$ cat src/rtl/z80_mem_bridge_if.sv
// Bus bundle between a Z80 core and the memory / I/O handshakes of z80_mem_bridge.
// The master modport is the bridge itself; slave is the CPU-plus-memory side.
interface z80_mem_bridge_if;
    logic [15:0] cpu_a;
    logic [7:0]  cpu_dout;
    logic        cpu_m1_n;
    logic        cpu_mreq_n;
    logic        cpu_iorq_n;
    logic        cpu_rd_n;
    logic        cpu_wr_n;
    logic [7:0]  cpu_di;
    logic        cpu_wait_n;

    logic        mem_req;
    logic        mem_we;
    logic [15:0] mem_addr;
    logic [7:0]  mem_wdata;
    logic        mem_ack;
    logic [7:0]  mem_rdata;

    logic        io_req;
    logic        io_we;
    logic [7:0]  io_addr;
    logic [7:0]  io_wdata;
    logic        io_ack;
    logic [7:0]  io_rdata;

    modport master (
        input  cpu_a, cpu_dout, cpu_m1_n, cpu_mreq_n, cpu_iorq_n, cpu_rd_n, cpu_wr_n,
        input  mem_ack, mem_rdata, io_ack, io_rdata,
        output cpu_di, cpu_wait_n,
        output mem_req, mem_we, mem_addr, mem_wdata,
        output io_req, io_we, io_addr, io_wdata
    );

    modport slave (
        output cpu_a, cpu_dout, cpu_m1_n, cpu_mreq_n, cpu_iorq_n, cpu_rd_n, cpu_wr_n,
        output mem_ack, mem_rdata, io_ack, io_rdata,
        input  cpu_di, cpu_wait_n,
        input  mem_req, mem_we, mem_addr, mem_wdata,
        input  io_req, io_we, io_addr, io_wdata
    );
endinterface

$ cat src/rtl/z80_mem_bridge.sv
// Converts Z80 bus cycles into single req/ack transactions, stretching the CPU with WAIT.
// Define Z80_MEM_BRIDGE_IOPORT_EN to service I/O cycles on the io_* handshake.
module z80_mem_bridge #(
    parameter logic [7:0] INTACK_VECTOR = 8'hFF,
    parameter logic [7:0] IDLE_DATA     = 8'hFF
) (
    input  logic             clk,
    input  logic             reset,
    z80_mem_bridge_if.master bus
);

    typedef enum logic [1:0] {IDLE, MEM, IO, HOLD} state_t;

    state_t      state_reg;
    logic        mem_req_reg;
    logic        mem_we_reg;
    logic [15:0] mem_addr_reg;
    logic [7:0]  mem_wdata_reg;
    logic [7:0]  cpu_di_reg;
    logic        wait_n;

    logic strobe;
    logic mem_access;
    logic io_access;
    logic intack;
    logic io_stall;

    // Memory decode takes priority so an illegal mixed MREQ/IORQ cycle is a memory cycle.
    assign strobe     = ~bus.cpu_rd_n | ~bus.cpu_wr_n;
    assign mem_access = ~bus.cpu_mreq_n & strobe;
    assign io_access  = ~bus.cpu_iorq_n & bus.cpu_m1_n & strobe & ~mem_access;
    assign intack     = ~bus.cpu_iorq_n & ~bus.cpu_m1_n & ~mem_access;

`ifdef Z80_MEM_BRIDGE_IOPORT_EN
    logic       io_req_reg;
    logic       io_we_reg;
    logic [7:0] io_addr_reg;
    logic [7:0] io_wdata_reg;

    assign io_stall     = io_access;
    assign bus.io_req   = io_req_reg;
    assign bus.io_we    = io_we_reg;
    assign bus.io_addr  = io_addr_reg;
    assign bus.io_wdata = io_wdata_reg;
`else
    assign io_stall     = 1'b0;
    assign bus.io_req   = 1'b0;
    assign bus.io_we    = 1'b0;
    assign bus.io_addr  = 8'h00;
    assign bus.io_wdata = 8'h00;
`endif

    always_ff @(posedge clk) begin
        if (reset) begin
            state_reg     <= IDLE;
            mem_req_reg   <= 1'b0;
            mem_we_reg    <= 1'b0;
            mem_addr_reg  <= 16'h0000;
            mem_wdata_reg <= 8'h00;
            cpu_di_reg    <= IDLE_DATA;
`ifdef Z80_MEM_BRIDGE_IOPORT_EN
            io_req_reg    <= 1'b0;
            io_we_reg     <= 1'b0;
            io_addr_reg   <= 8'h00;
            io_wdata_reg  <= 8'h00;
`endif
        end else begin
            case (state_reg)
                IDLE: begin
                    if (mem_access) begin
                        state_reg     <= MEM;
                        mem_req_reg   <= 1'b1;
                        mem_we_reg    <= ~bus.cpu_wr_n;
                        mem_addr_reg  <= bus.cpu_a;
                        mem_wdata_reg <= bus.cpu_dout;
                    end else if (io_access) begin
`ifdef Z80_MEM_BRIDGE_IOPORT_EN
                        state_reg    <= IO;
                        io_req_reg   <= 1'b1;
                        io_we_reg    <= ~bus.cpu_wr_n;
                        io_addr_reg  <= bus.cpu_a[7:0];
                        io_wdata_reg <= bus.cpu_dout;
`else
                        // No I/O target: reads float to the idle byte, writes are dropped.
                        state_reg <= HOLD;
                        if (!bus.cpu_rd_n) begin
                            cpu_di_reg <= IDLE_DATA;
                        end
`endif
                    end else if (intack) begin
                        state_reg  <= HOLD;
                        cpu_di_reg <= INTACK_VECTOR;
                    end
                end
                MEM: begin
                    if (bus.mem_ack) begin
                        state_reg   <= HOLD;
                        mem_req_reg <= 1'b0;
                        if (!mem_we_reg) begin
                            cpu_di_reg <= bus.mem_rdata;
                        end
                    end
                end
                IO: begin
`ifdef Z80_MEM_BRIDGE_IOPORT_EN
                    if (bus.io_ack) begin
                        state_reg  <= HOLD;
                        io_req_reg <= 1'b0;
                        if (!io_we_reg) begin
                            cpu_di_reg <= bus.io_rdata;
                        end
                    end
`else
                    state_reg <= IDLE;
`endif
                end
                HOLD: begin
                    // Wait for the strobe to drop so a long strobe yields one request only.
                    if (bus.cpu_rd_n && bus.cpu_wr_n) begin
                        state_reg <= IDLE;
                    end
                end
                default: state_reg <= IDLE;
            endcase
        end
    end

    always_comb begin
        wait_n = 1'b1;
        if (!reset) begin
            case (state_reg)
                IDLE:    wait_n = ~(mem_access | io_stall);
                MEM:     wait_n = 1'b0;
                IO:      wait_n = 1'b0;
                default: wait_n = 1'b1;
            endcase
        end
    end

    assign bus.cpu_wait_n = wait_n;
    assign bus.cpu_di     = cpu_di_reg;
    assign bus.mem_req    = mem_req_reg;
    assign bus.mem_we     = mem_we_reg;
    assign bus.mem_addr   = mem_addr_reg;
    assign bus.mem_wdata  = mem_wdata_reg;

endmodule

$ cat src/flat_wrapper.sv
// flat-port wrapper written by rule: the top's interface ports become plain ports
module z80_mem_bridge_flat 
#(
    parameter logic [7:0] INTACK_VECTOR = 8'hFF,
    parameter logic [7:0] IDLE_DATA     = 8'hFF
)
  (clk, reset, bus_cpu_a, bus_cpu_dout, bus_cpu_m1_n, bus_cpu_mreq_n, bus_cpu_iorq_n, bus_cpu_rd_n, bus_cpu_wr_n, bus_mem_ack, bus_mem_rdata, bus_io_ack, bus_io_rdata, bus_cpu_di, bus_cpu_wait_n, bus_mem_req, bus_mem_we, bus_mem_addr, bus_mem_wdata, bus_io_req, bus_io_we, bus_io_addr, bus_io_wdata);
  z80_mem_bridge_if bus_i ();
  input  logic clk;
  input  logic reset;
  input wire logic [$bits(bus_i.cpu_a)-1:0] bus_cpu_a;
  input wire logic [$bits(bus_i.cpu_dout)-1:0] bus_cpu_dout;
  input wire logic [$bits(bus_i.cpu_m1_n)-1:0] bus_cpu_m1_n;
  input wire logic [$bits(bus_i.cpu_mreq_n)-1:0] bus_cpu_mreq_n;
  input wire logic [$bits(bus_i.cpu_iorq_n)-1:0] bus_cpu_iorq_n;
  input wire logic [$bits(bus_i.cpu_rd_n)-1:0] bus_cpu_rd_n;
  input wire logic [$bits(bus_i.cpu_wr_n)-1:0] bus_cpu_wr_n;
  input wire logic [$bits(bus_i.mem_ack)-1:0] bus_mem_ack;
  input wire logic [$bits(bus_i.mem_rdata)-1:0] bus_mem_rdata;
  input wire logic [$bits(bus_i.io_ack)-1:0] bus_io_ack;
  input wire logic [$bits(bus_i.io_rdata)-1:0] bus_io_rdata;
  output wire logic [$bits(bus_i.cpu_di)-1:0] bus_cpu_di;
  output wire logic [$bits(bus_i.cpu_wait_n)-1:0] bus_cpu_wait_n;
  output wire logic [$bits(bus_i.mem_req)-1:0] bus_mem_req;
  output wire logic [$bits(bus_i.mem_we)-1:0] bus_mem_we;
  output wire logic [$bits(bus_i.mem_addr)-1:0] bus_mem_addr;
  output wire logic [$bits(bus_i.mem_wdata)-1:0] bus_mem_wdata;
  output wire logic [$bits(bus_i.io_req)-1:0] bus_io_req;
  output wire logic [$bits(bus_i.io_we)-1:0] bus_io_we;
  output wire logic [$bits(bus_i.io_addr)-1:0] bus_io_addr;
  output wire logic [$bits(bus_i.io_wdata)-1:0] bus_io_wdata;
  assign bus_i.cpu_a = bus_cpu_a;
  assign bus_i.cpu_dout = bus_cpu_dout;
  assign bus_i.cpu_m1_n = bus_cpu_m1_n;
  assign bus_i.cpu_mreq_n = bus_cpu_mreq_n;
  assign bus_i.cpu_iorq_n = bus_cpu_iorq_n;
  assign bus_i.cpu_rd_n = bus_cpu_rd_n;
  assign bus_i.cpu_wr_n = bus_cpu_wr_n;
  assign bus_i.mem_ack = bus_mem_ack;
  assign bus_i.mem_rdata = bus_mem_rdata;
  assign bus_i.io_ack = bus_io_ack;
  assign bus_i.io_rdata = bus_io_rdata;
  assign bus_cpu_di = bus_i.cpu_di;
  assign bus_cpu_wait_n = bus_i.cpu_wait_n;
  assign bus_mem_req = bus_i.mem_req;
  assign bus_mem_we = bus_i.mem_we;
  assign bus_mem_addr = bus_i.mem_addr;
  assign bus_mem_wdata = bus_i.mem_wdata;
  assign bus_io_req = bus_i.io_req;
  assign bus_io_we = bus_i.io_we;
  assign bus_io_addr = bus_i.io_addr;
  assign bus_io_wdata = bus_i.io_wdata;
  z80_mem_bridge #(.INTACK_VECTOR(INTACK_VECTOR), .IDLE_DATA(IDLE_DATA)) u_core (.clk(clk), .reset(reset), .bus(bus_i));
endmodule
$ cat config.mk
export PLATFORM = sky130hd
export DESIGN_NAME = z80_mem_bridge_flat
export DESIGN_NICKNAME = d
export VERILOG_FILES = /design/src/rtl/z80_mem_bridge_if.sv /design/src/rtl/z80_mem_bridge.sv /design/src/flat_wrapper.sv
export SDC_FILE = /design/constraint.sdc
export NUM_CORES = 1
export LEC_CHECK = 0
export CORE_AREA = 2 2 68 70
export CTS_BUF_LIST = sky130_fd_sc_hd__clkbuf_16
export DETAILED_ROUTE_END_ITERATION = 8
export DIE_AREA = 0 0 70 72
export PLACE_DENSITY_LB_ADDON = 0.2
export SYNTH_ARGS = -nofsm -noshare
export SYNTH_HDL_FRONTEND = slang
export SYNTH_SLANG_ARGS = --single-unit
$ cat constraint.sdc
create_clock -name clk -period 3.69 [get_ports clk]
set_input_delay 0.738 -clock clk [delete_from_list [all_inputs] [get_ports clk]]
set_output_delay 0.738 -clock clk [all_outputs]
set_load 0.02 [all_outputs]
## Word level (Yosys, flattened, before mapping)

Index checks and enable logic that the tools add are counted.

| operators by class | value |
|---|---|
| div/mod/pow operators | 0 |
| multiply operators | 0 |
| shifts and indexed selects | 0 |
| bitwise logic cells | 13 |
| add/subtract/negate cells | 0 |
| magnitude comparators | 0 |
| reduce and logical (&&, ||, !) cells | 8 |
| equality and inequality tests | 11 |
| multiplexer cells | 18 |

Operators by type and width:

| operator | count |
|---|---|
| $mux 8 | 6 |
| $pmux 8 s2 | 1 |
| $mux 2 | 5 |
| $pmux 2 s4 | 1 |
| $and 1x1->1 | 6 |
| $ne 2x2->1 const B | 3 |
| $not 1->1 | 6 |
| $reduce_and 3->1 | 2 |
| $reduce_and 6->1 | 1 |
| $eq 2x2->1 const B | 2 |
| $ne 2x1->1 const B | 2 |
| $ne 4x1->1 const B | 1 |
| $pmux 1 s2 | 2 |
| $mux 1 | 3 |
| $ne 3x1->1 const B | 1 |
| $ne 3x3->1 const B | 1 |
| $eq 2x1->1 const B | 1 |
| $logic_not 2->1 | 1 |
| $reduce_and 2->1 | 1 |
| $reduce_bool 2->1 | 1 |
| $reduce_or 2->1 | 1 |
| $logic_and 1x1->1 | 1 |
| $or 1x1->1 | 1 |

| storage, ports and cells | value |
|---|---|
| memories kept | 0 |
| bits in registers | 36 |
| input bits | 49 |
| bits in latches | 0 |
| RAM bits | 0 |
| output and inout bits | 53 |
| word-level logic and storage cells | 56 |
| bits in read-only memories | 0 |

## Logic depth before layout (Yosys ltp)

| depth | value |
|---|---|
| depth in word-level cells | 9 |
| gate-level depth with buffers | 7 |

## Least setup slack after synthesis

OpenSTA, ideal clock, no wires.

| path | value |
|---|---|
| kind | input port to output port |
| start point | input port bus_cpu_rd_n |
| end point | output port bus_cpu_wait_n |
| setup slack | 1.406 ns |
| stages on the path | 4 |
| data arrival time | 1.546 ns |
| cell sequence | a21oi_2 -> nand2_1 -> clkbuf_1 -> a21o_1 |

| on the way | value |
|---|---|
| cells in the longest elaborated chain, start to end | 6 |

RTL lines:

| item | line | text |
|---|---|---|
| start, declared | flat_wrapper.sv:16 | `input wire logic [$bits(bus_i.cpu_rd_n)-1:0] bus_cpu_rd_n;` |
| $not 1->1 | z80_mem_bridge.sv:29 | `assign strobe = ~bus.cpu_rd_n \| ~bus.cpu_wr_n;` |
| $or 1x1->1 | z80_mem_bridge.sv:29 |  |
| $and 1x1->1 | z80_mem_bridge.sv:30 | `assign mem_access = ~bus.cpu_mreq_n & strobe;` |
| $not 1->1 | z80_mem_bridge.sv:132 | `IDLE: wait_n = ~(mem_access \| io_stall);` |
| $pmux 1 s2 | z80_mem_bridge.sv:131 | `case (state_reg)` |
| $mux 1 | z80_mem_bridge.sv:130 | `if (!reset) begin` |
| end, declared | flat_wrapper.sv:23 | `output wire logic [$bits(bus_i.cpu_wait_n)-1:0] bus_cpu_wait_n;` |

No other way between the ends.

## Final worst setup path

Ends and elaborated chain as after synthesis.

==> results.txt <==
- The final layout contains routed wiring with a total length of 3.70 mm.
- Placer's final routability congestion estimate: 0.663
* Pre-CTS WS: 675 ps
- Start-to-end type of the worst setup path: in -> out
- The die is 72 um tall.
* Fraction of layout instances using a drive strength above 1: 0.0595
- Post-layout nets: 320
* Share of the yosys chip area belonging to registers: 0.444
* Final-layout fill cell count: 417
- In the routed layout, each cell is associated on average with a via count of 4.56.
- Crit-path max FO: 5
- Peak supply drop: 305 uV
- Ant diodes: 0
- The worst register-to-register path has a setup slack of 1790 ps.
* Clock insertion delay at the later pin of the skew report: 270 ps
* Cell variety after synth: 26
* Clock Root Buffer: sky130_fd_sc_hd__clkbuf_16
* Worst path max stage delay: 540 ps
- Once the clock tree was built, the setup fixing pass inserted 0 buffers.
* Final setup violation count: 0
- Dividing the final minimum period by the clock period gives 0.819.
- In the post-route analysis, the smallest setup slack over all paths is 669 ps.
- Count of TritonRoute iterations in the first routing pass: 4
* Total gr overflow: 0
- Avg Cell Area, Syn: 8.23 um^2
* Cell class contributing the biggest share of worst-path delay: buffers and inverters
- Cell breakdown of the critical path: clkdlybuf4s50_1 > a21oi_2 > nand2_1 > a21o_1 > clkdlybuf4s50_1
- For the pin with the worst max-slew slack, the measured transition is 604 ps.
* RSZ-0062 raised after global routing: false
- The number of global-route vias before repair came to 1,374.
* Clock H-tree levels: 2
- The clock drives 36 sinks.
* Final critical path time including I/O delays and setup: 3020 ps
- Worst setup EP type: primary output
- Across the run, the number of max-cap violations was 0.
- Die Width: 70 um
- TritonCTS built the clock tree.
- Together, buffers and inverters on the worst path number 2.
- The detail route stage leaves a number of antenna-violating nets equal to 0.
* Area Growth Syn to Fin: 52.9%
- Bufs on Longest Clock Path: 2
- In the global route stage, met1 resource usage came out at 0.173.
- The slowest stage of the critical path is the sky130_fd_sc_hd__clkdlybuf4s50_1 cell.
* Count of hold buffers inserted by post-cts repair: 0
- Area of the placeable core: 4260 um^2
* Max-slew headroom: 0.597
- Global-route total usage across every layer: 0.146
* First-pass GRT wire length: 6.02 mm
- Initial drt markers: 65
- For this block, the via count after detailed routing is 1,463.
- Final setup skew: 4.92 ps
* Cell mode on critical path: sky130_fd_sc_hd__clkdlybuf4s50_1
- Clock slew seen by the registers of the worst setup and hold paths: 50 ps
- Die ar.: 5040 um^2
- Global routing usage on met2: 0.256
- For this run, the top clock speed supported by timing is 0.331 GHz.
* Register bit total from synthesis: 36
- Largest register FFs: 16
- Buffers added on ports: 74
- HP Class: reg -> reg
- Detailed placement ended at an HPWL of 2.57 mm.
- DRC Markers: 0
* GR peak layer: met2
* Site row count: 24
- Number of gates resized after cts: 0
- After synthesis the cells add up to 1620 um^2.
- Effective utilization at floorplan: 0.380
- Counting the buffers created by CTS gives 5.
- Summed over all failing endpoints, the final setup total negative slack is 0 ps.
- After detailed routing, the average wire length per cell comes to 11.5 um.
- During I/O placement, the number of pins put on the boundary was 102.
* Count of yosys warnings during synthesis: 0
- The final count of pins violating max slew was 0.
- Arrival time of data at the critical path endpoint: 2280 ps
- In the global route stage, met3 resource usage came out at 0.0431.
- Synthesized instance count: 197
- Total power density per cell area: 603 nW/um^2
- Worst path required time: 2950 ps
- Leak pwr: 1.02 nW
* Startpoint types: primary input
* Pin count of the biggest net entering global routing: 38
- The initial antenna violation count is 0.
- The flow ran to the end, and the final reports show no timing, DRC or antenna violations.
- The hold violation count in the final report is 0.
cell families after synthesis:
kind of cell	after synthesis	share of synthesized area
fa+ha+maj	3	0.0232
mux	2	0.0131
compound gates	50	0.183
buf+inv	33	0.129
flops	36	0.444
simple gates	72	0.205
other cells	1	0.00231
tightest hold or removal path, delay by kind of cell (launching register included):
kind	cells	cell delay (ps)
simple gates	1	50
flops	1	300
compound gates	1	50
stage by stage:
step | instances | instance area (um^2) | utilization | hold WS [ps] | total power, mW
finish | 321 | 2480 | 0.582 | 451 | 1.50
floorplan | 214 | 1690 | - | 483 | 0.856
global route | 321 | 2480 | 0.582 | 473 | 1.59
detailed placement | 313 | 2320 | 0.543 | 446 | 1.05
CTS | 321 | 2480 | 0.582 | 453 | 1.52
global placement | 313 | 2320 | 0.543 | 442 | 1.05
power by group:
part / switching (mW) / total (mW) / internal (mW)
Clock: 0.143 / 0.457 / 0.314
Sequential: 0.0349 / 0.491 / 0.456
Combinational: 0.313 / 0.547 / 0.235
final timing paths:
| path | to | start | cells past startpoint |
|---|---|---|---|
| worst max-delay path | bus_cpu_wait_n | bus_cpu_rd_n | 5 |
| worst min-delay path | u_core.bus.mem_wdata[2] | u_core.bus.mem_wdata[2] | 2 |
| worst max register to register | u_core.bus.cpu_di[3] | u_core.state_reg[1] | 6 |
| worst min register to register | u_core.bus.mem_wdata[2] | u_core.bus.mem_wdata[2] | 2 |
routing by layer:
metal | vias up | part of all wire
li1 | 762 | -
met1 | 651 | 0.45
met2 | 48 | 0.48
met3 | 2 | 0.064
met4 | 0 | 0.0046
met5 | - | 0
cell type report:
| class | count | area (um^2) | share of cell area |
|---|---|---|---|
| multi-input combinational | 145 | 756 | 0.305 |
| clock buffer | 5 | 125 | 0.0505 |
| inverter | 3 | 11.3 | 0.00454 |
| tap | 52 | 65.1 | 0.0262 |
| clock inverter | 3 | 38.8 | 0.0156 |
| sequential | 36 | 721 | 0.291 |
| timing repair buffer | 77 | 763 | 0.308 |
placed cells by master, fill, tap and decap left out, drive strengths merged:
master,count
clkdlybuf4s50,74
nand2,54
dfxtp,36
a21oi,35
conb,18
and4b,8
o21bai,8
nor2,5
clkbuf,5
inv,4
nand2b,3
ha,3
buf,3
a21o,2
o21ai,2
and2,1
or2,1
a222oi,1
mux2i,1
a211oi,1
o211ai,1
mux2,1
clkinv,1
bufinv,1
Yosys cell counts:
cell	instances	area [um^2]
sky130_fd_sc_hd__buf_2	2	10.0
sky130_fd_sc_hd__or2_2	1	6.26
sky130_fd_sc_hd__o21ai_0	1	5.00
sky130_fd_sc_hd__o21ai_2	1	8.76
sky130_fd_sc_hd__inv_1	2	7.51
sky130_fd_sc_hd__o211ai_1	1	7.51
sky130_fd_sc_hd__ha_1	3	37.5
sky130_fd_sc_hd__buf_4	20	150
sky130_fd_sc_hd__buf_6	1	11.3
sky130_fd_sc_hd__conb_1	1	3.75
sky130_fd_sc_hd__a21oi_1	33	165
sky130_fd_sc_hd__and2_1	1	6.26
sky130_fd_sc_hd__mux2i_1	1	10.0
sky130_fd_sc_hd__inv_2	1	3.75
sky130_fd_sc_hd__a21oi_2	2	17.5
sky130_fd_sc_hd__dfxtp_1	36	721
sky130_fd_sc_hd__a222oi_1	1	10.0
sky130_fd_sc_hd__nand2b_1	3	18.8
sky130_fd_sc_hd__o21bai_1	8	60.1
sky130_fd_sc_hd__and4b_1	8	80.1
sky130_fd_sc_hd__nand2_1	54	203
sky130_fd_sc_hd__a21o_1	2	15.0
sky130_fd_sc_hd__nor2_1	5	18.8
sky130_fd_sc_hd__clkbuf_1	7	26.3
sky130_fd_sc_hd__mux2_2	1	11.3
sky130_fd_sc_hd__a211oi_1	1	7.51
Power figures use the tool's default switching activity.
